--- src/rtl/mem_copy_engine.sv ---
// mem_copy_engine: DMA-style word copier (read cycle then write cycle per word) over a single-port memory.
// Optional running sum of written words on `checksum` when MEM_COPY_CHECKSUM_EN is defined.
module mem_copy_engine #(
  parameter int LEN_W = 10
) (
  input  logic             clk,
  input  logic             reset_n,
  input  logic             start,
  input  logic [31:0]      src_addr,
  input  logic [31:0]      dst_addr,
  input  logic [LEN_W-1:0] word_count,
  input  logic             abort,
  output logic             busy,
  output logic             done,
  output logic [LEN_W-1:0] xfer_count,
`ifdef MEM_COPY_CHECKSUM_EN
  output logic [31:0]      checksum,
`endif
  output logic             mem_write,
  output logic [31:0]      mem_address,
  output logic [31:0]      mem_write_data,
  input  logic [31:0]      mem_read_data
);
  typedef enum logic [1:0] {IDLE, READ, WRITE, DONE} state_t;
  state_t state, state_nx;
  logic [31:0] src_ptr, dst_ptr, data_buf;
  logic [LEN_W-1:0] rem;
  always_ff @(posedge clk or negedge reset_n)
    if (!reset_n) state <= IDLE;
    else state <= state_nx;
  always_comb begin
    state_nx = state;
    case (state)
      IDLE:    state_nx = !start ? IDLE : (word_count == '0 ? DONE : READ);
      READ:    state_nx = abort ? DONE : WRITE;
      WRITE:   state_nx = (abort || rem == LEN_W'(1)) ? DONE : READ;
      default: state_nx = IDLE;
    endcase
  end
  always_ff @(posedge clk or negedge reset_n)
    if (!reset_n) begin
      src_ptr    <= '0;
      dst_ptr    <= '0;
      data_buf   <= '0;
      rem        <= '0;
      xfer_count <= '0;
`ifdef MEM_COPY_CHECKSUM_EN
      checksum   <= '0;
`endif
    end else if (state == IDLE && start) begin
      src_ptr    <= src_addr & ~32'h3;
      dst_ptr    <= dst_addr & ~32'h3;
      rem        <= word_count;
      xfer_count <= '0;
`ifdef MEM_COPY_CHECKSUM_EN
      checksum   <= '0;
`endif
    end else if (state == READ && !abort) begin
      data_buf <= mem_read_data;
      src_ptr  <= src_ptr + 32'd4;
    end else if (state == WRITE) begin
      dst_ptr    <= dst_ptr + 32'd4;
      rem        <= rem - LEN_W'(1);
      xfer_count <= xfer_count + LEN_W'(1);
`ifdef MEM_COPY_CHECKSUM_EN
      checksum   <= checksum + data_buf;
`endif
    end
  // Address parks on dst_ptr outside READ so the bus does not toggle while idle.
  assign mem_address    = state == READ ? src_ptr : dst_ptr;
  assign mem_write_data = data_buf;
  assign mem_write      = state == WRITE;
  assign busy           = state == READ || state == WRITE;
  assign done           = state == DONE;
endmodule

--- config.mk ---
export PLATFORM = sky130hd
export DESIGN_NAME = mem_copy_engine
export DESIGN_NICKNAME = d
export VERILOG_FILES = /design/src/rtl/mem_copy_engine.sv
export SDC_FILE = /design/constraint.sdc
export NUM_CORES = 1
export LEC_CHECK = 0
export BUFFER_PORTS_ARGS = -buffer_cell sky130_fd_sc_hd__buf_4
export CAP_MARGIN = 10
export CORE_MARGIN = 8
export CORE_UTILIZATION = 34
export CTS_BUF_LIST = sky130_fd_sc_hd__clkbuf_8
export CTS_CLUSTER_DIAMETER = 40
export DETAILED_ROUTE_END_ITERATION = 10
export HOLD_SLACK_MARGIN = 0.02
export SLEW_MARGIN = 20
export SYNTH_ARGS = -nofsm -noshare
export SYNTH_HDL_FRONTEND = slang
export SYNTH_SLANG_ARGS = --single-unit
--- constraint.sdc ---
create_clock -name clk -period 2.8 [get_ports clk]
set_input_delay 0.28 -clock clk [delete_from_list [all_inputs] [get_ports clk]]
set_output_delay 0.28 -clock clk [all_outputs]
set_load 0.01 [all_outputs]
==> out/metrics.yaml, run 1 <==
pwr:
  p_int_mw: 5.30
  power.density_mw_per_mm2: 1050
  p_switching_mw: 3.51
  vdd_ir_drop_max_mv: 0.453
  pwr-share-comb_pct: 45.6
  p_sw_share_pct: 39.9
  power.leakage_nw: 3.54
  p_seq_share_pct: 36.8
  pwr-share-clk_pct: 17.6
cells_and_area:
  fin_nets: 955
  area_growth_pct: 32.7
  drive_above_1_share_pct: 34.5
  diodes: 0
  post-route-util_pct: 45.4
logic_synthesis:
  async_flop_share_pct: 100
  ys_warn_count: 0
  dominantRegCellSynth: "dfrtp_1"
  synth_top_area_share_pct: 45.2
  synth-seq-area-share_pct: 45.2
  yosysMostFrequentCell: "dfrtp_1"
  ys_types: 40
  netlist.top_cell.by_area: "dfrtp_1"
  synth_edf_count: 0
  synth.cell_area_mm2: 0.00631
  ys_seq_elements: 114
  synthCells: 658
  ys_top_cells_by_count: "dfrtp_1, mux2_2, nor2_1"
  avgSynthCellArea_um2: 9.59
  ys_top_cells_by_area: "dfrtp_1, mux2_2, a31oi_1"
critical_path:
  crit_path_start_kind: "register"
  cp_data_required_time_ns: 2.52
  worst_ep_arrival_time_ns: 2.11
  cp_max_fo: 25
  endpoint_kind: "output pin"
  critical_path_class: "reg -> out"
timing:
  setup-tns-final_ns: 0
  holdWs_ns: 0.0551
  tightest_slew_ns: 0.582
  fmax_ghz: 0.418
  hold_viol: 0
  period_share_pct: 85.4
  slew_headroom_pct: 61.1
  period_needed_ns: 2.39
  finClkSkew_ns: 0.0142
  final_max_slew_viol_count: 0
  setup_violations: 0
  rsz0062_at_grt: "no"
detailed_routing:
  wl_per_cell_um: 17.8
  vias: 5775
  avgViaCountPerCell: 5.33
  drcViolationCount: 0
  wl_um: 19300
  dr.first_iter.drc_count: 314
  drt-pass1-iter-count: 5
  detail-route-antenna-nets: 0
flow_run:
  cap_violations: 0
cts:
  clock_path_buffers: 2
  cts_resized: 0
  cts.reportedPaths.clkPinSlew_ns: 0.07
  cts_tree: "built"
  postCtsSetupRepairBufs: 0
  htreeDepth: 4
  cts_root_buf: "clkbuf_8"
  clock_latency_ns: 0.44
  cts_num_sinks: 114
  numCtsBuffers: 17
die:
  core_area_mm2: 0.0185
  die_area_mm2: 0.0232
  start_util_pct: 34.2
  die_h_um: 152
  io_pins: 187
  row_count: 50
  dieWidth_um: 152
global_route:
  grt_pass1_wl_um: 31200
  antenna_found_initial: 0
  gr-total-overflow: 0
  grt_max_degree: 59
  grt_pass1_vias: 5770
  grt_usage_pct: 16.7
min_path:
  worstHoldPathType: "in -> reg"
placement:
  place.gp.congestion: 0.840
  dp_hpwl_um: 14500
  portBuffers: 180
outcome:
  status: "complete, no violations"
[power by group through the flow]
stage	logic, mW	clock network (mW)	registers, mW
after floorplan	2.30	0	3.11
after global placement	4.02	0	3.24
after detailed placement	4.06	0	3.26
after CTS	4.08	1.60	3.24
after global routing	4.41	1.67	3.38
final	4.02	1.55	3.24
[critical path: stages (launching register included)]
cell	delay, ns
dfrtp_1	0.40
inv_1	0.08
ha_1	0.29
buf_4	0.35
mux2_2	0.40
buf_4	0.15
[repair_timing]
action | 4_1_cts | 5_1_grt
hold buffers | 3 | 1
endpoints found under the hold margin | 25 | 1
setup endpoints to repair | 0 | 0
[path summary, 6_finish.rpt]
kind | from | end | slack, ns | cells past startpoint
worst max-delay path | state[1] | mem_address[18] | 0.41 | 5
worst min-delay path | src_addr[12] | src_ptr[12] | 0.06 | 3
worst max register to register | state[1] | src_ptr[31] | 0.45 | 6
worst min register to register | mem_write_data[3] | mem_write_data[3] | 0.51 | 1
max in group asynchronous | reset_n | xfer_count[9] | 1.71 | 3
min in group asynchronous | reset_n | src_ptr[23] | 0.30 | 2
[registers in the layout, indices dropped and copies added, names as in the netlist]
signal / count
mem_write_data: 32
dst_ptr: 30
src_ptr: 30
rem: 10
xfer_count: 10
state: 2
[kinds of logic after synthesis]
family	after synthesis	synth area share (%)
simple gates	268	22.9
compound gates	124	12.0
flops	114	45.2
mux	62	11.0
buf+inv	54	3.41
xor+xnor	26	3.61
fa+ha+maj	9	1.78
other cells	1	0.0594
[layer usage]
layer,up-vias,part of all wire [%],global-route usage (%)
met4,0,0.89,4.19
met2,151,49,27.4
li1,2818,-,-
met5,-,0,0
met1,2795,44,21.0
met3,11,5.7,5.05
[cells in the final DEF (no fill, tap or decap), types with 3 or more instances in the layout]
cell type	Yosys	final
ha_1	9	9
nor3_1	5	5
buf_4	2	196
o21ai_0	41	41
and3_1	12	12
mux2_2	59	59
dfrtp_1	114	114
and4_1	7	7
clkbuf_8	0	17
or4_1	32	32
xor2_1	19	19
nand2_1	56	55
a31oi_1	46	46
nand4_1	31	31
dlygate4sd3_1	0	4
inv_1	10	13
nand3_1	25	25
xnor2_1	7	7
and2_1	7	6
o31ai_1	26	26
clkinv_2	0	7
a21oi_1	7	7
bufinv_16	0	3
nor2_1	58	57
or3_1	19	19
nor4_1	4	4
mux2i_1	3	3
[cell type report]
class                   instances  area (µm²)
clock buffers                  17         234
clock inverters                15         151
fillers                      1805       10100
inverters                      10        37.5
multi-input cells             491        3250
flip-flops and latches        114        2850
well taps                     234         293
repair buffers                202        1550
[through the flow]
stage               std cells  area, µm²  setup slack (ns)  power, mW
floorplan                 659       6310             0.753       5.41
global placement         1047       7950             0.497       7.26
detailed placement       1047       7950             0.428       7.32
CTS                      1082       8360             0.365       8.92
global route             1083       8370             0.228       9.45
finish                   1083       8370             0.409       8.81
No activity file was read; power rests on OpenSTA's default activity.
==> inputs of run 2 (changes only) <==
clock period = 2.7 ns   (was 2.8 ns; I/O delays follow)
==> run 2 against run 1 <==
- design area is 0.99% higher
- via count increased by 0.71%
- clock skew decreased by 0.0022 ns
- largest power group unchanged
- critical path depth rose by 2
- worst hold slack worse by 0.010 ns
- sequential power up 4%
- combinational power rose by 4%
- sequential share of layout area down 0.33 points
- critical path type is now reg -> reg
- count of clock-buffer cells in the layout increased by 3
- largest cell class unchanged
- register-to-register slack got worse by 0.11 ns
- worst setup slack got worse by 0.069 ns
- clock power increased by 13%
==> out/metrics.yaml, run 2 (synthesis gave the netlist of run 1 again) <==
cells_and_area:
  largest_reg_flops: 32
  drive_above_1_share_pct: 34.8
  diodes: 0
  fin_nets: 959
  area_growth_pct: 34.0
  final_cell_mix: "buf_4, dfrtp_1, mux2_2, nor2_1, nand2_1"
  layout_commonest_cell: "buf_4"
critical_path:
  cp_data_required_time_ns: 3.06
  crit_chain: "inv_1 -> ha_1 -> nand2b_1 -> buf_4 -> nand4_1 -> or4_1 -> a31oi_1"
  endpoint_kind: "register"
  critical_path_class: "reg -> reg"
  cp_slowest_cell: "or4_1"
  cpLargestDelayFamily: "simple AND/OR/NAND/NOR gates"
  cp_max_fo: 11
  crit_path_start_kind: "register"
  path_buf_inv: 2
  slowest_delay_ns: 0.49
  r2r_slack_ns: 0.34
  worst_ep_arrival_time_ns: 2.72
placement:
  place_ws_ns: 0.382
  dp_hpwl_um: 14300
  place.gp.congestion: 0.815
  portBuffers: 180
timing:
  period_share_pct: 87.4
  rsz0062_at_grt: "no"
  finClkSkew_ns: 0.0120
  slew_headroom_pct: 52.7
  setup_violations: 0
  final_max_slew_viol_count: 0
  setup-tns-final_ns: 0
  fmax_ghz: 0.424
  setup_ws_ns: 0.340
  holdWs_ns: 0.0447
  period_needed_ns: 2.36
  hold_viol: 0
  tightest_slew_ns: 0.708
pwr:
  pwr-share-comb_pct: 45.0
  total_power_mw: 9.29
  p_int_mw: 5.60
  p_sw_share_pct: 39.8
  vdd_ir_drop_max_mv: 0.462
  pwr-share-clk_pct: 18.9
  power.leakage_nw: 3.56
  p_switching_mw: 3.70
  p_seq_share_pct: 36.2
  power.density_mw_per_mm2: 1100
cts:
  cts_tree: "built"
  htreeDepth: 4
  clock_path_buffers: 2
  clock_latency_ns: 0.43
  cts_num_sinks: 114
  cts_resized: 0
  cts_root_buf: "clkbuf_8"
  cts.reportedPaths.clkPinSlew_ns: 0.08
  numCtsBuffers: 17
  postCtsHoldBufs: 7
  postCtsSetupRepairBufs: 0
detailed_routing:
  top_layer: "met4"
  detail-route-antenna-nets: 0
  met2_length_um: 9710
  dr.first_iter.drc_count: 324
  drcViolationCount: 0
  drt-pass1-iter-count: 5
  avgViaCountPerCell: 5.35
  drt-met1-wl_um: 8760
  wl_met3_um: 1060
  wl_per_cell_um: 18.1
  wl_um: 19700
  vias: 5816
outcome:
  status: "complete, no violations"
die:
  core_area_mm2: 0.0185
  die_h_um: 152
  dieWidth_um: 152
  row_count: 50
  io_pins: 187
  start_util_pct: 34.2
  die_area_mm2: 0.0232
flow_run:
  cap_violations: 0
global_route:
  grt_usage_pct: 17.0
  antenna_found_initial: 0
  grt_pass1_wl_um: 32000
  gr-total-overflow: 0
  grt_pass1_vias: 5805
  grt_max_degree: 54
min_path:
  worstHoldPathType: "in -> reg"
run 2: cell types whose count changed in the layout (fill, tap and decap cells not counted), sizes merged:
cell,delta
inv,-2
clkinv,-1
buf,+1
clkbuf,+3
dlygate4sd3,+3
run 2: power by group through the flow:
stage / logic, mW / clock network, mW / registers (mW)
floorplan: 2.39 / 0 / 3.23
global placement: 4.17 / 0 / 3.36
detailed placement: 4.21 / 0 / 3.38
CTS: 4.24 / 1.80 / 3.35
global route: 4.59 / 1.87 / 3.50
finish: 4.18 / 1.75 / 3.36
run 2: cell type report:
type | instances | area (µm²)
sequential | 114 | 2850
clock inverter | 12 | 155
clock buffer | 20 | 275
tap | 234 | 293
fill | 1784 | 10000
timing repair buffer | 206 | 1590
inverter | 10 | 37.5
multi-input combinational | 491 | 3250
run 2: routing by layer:
layer	global-route usage (%)	vias up
li1	-	2818
met1	21.9	2822
met2	28.2	165
met3	4.31	11
met5	0	-
met4	3.86	0
run 2: stage by stage:
step / util [%] / cells / instance area, µm²
2_1_floorplan: - / 659 / 6310
6_report: 45.8 / 1087 / 8450
3_3_place_gp: 43.1 / 1048 / 7950
3_5_place_dp: 43.1 / 1048 / 7950
4_1_cts: 45.8 / 1087 / 8450
5_1_grt: 45.8 / 1087 / 8450
run 2: worst reg2reg max path, delay by kind of cell, from the launching register on:
kind,cells,cell delay [ns]
buffers and inverters,2,0.34
flip-flops,1,0.37
adder cells (fa/ha/maj),1,0.25
AND/OR/NAND/NOR,3,1.17
AO/OA/AOI/OAI,1,0.17
run 2: worst paths after layout:
kind                            cells past startpoint            endpoint               start
min in group asynchronous                           2         src_ptr[23]             reset_n
worst min-delay path                                3          dst_ptr[9]         dst_addr[9]
max in group asynchronous                           3          dst_ptr[9]             reset_n
worst min register to register                      1  mem_write_data[22]  mem_write_data[22]
worst max-delay path                                7              rem[9]            state[1]
worst max register to register                      7              rem[9]            state[1]
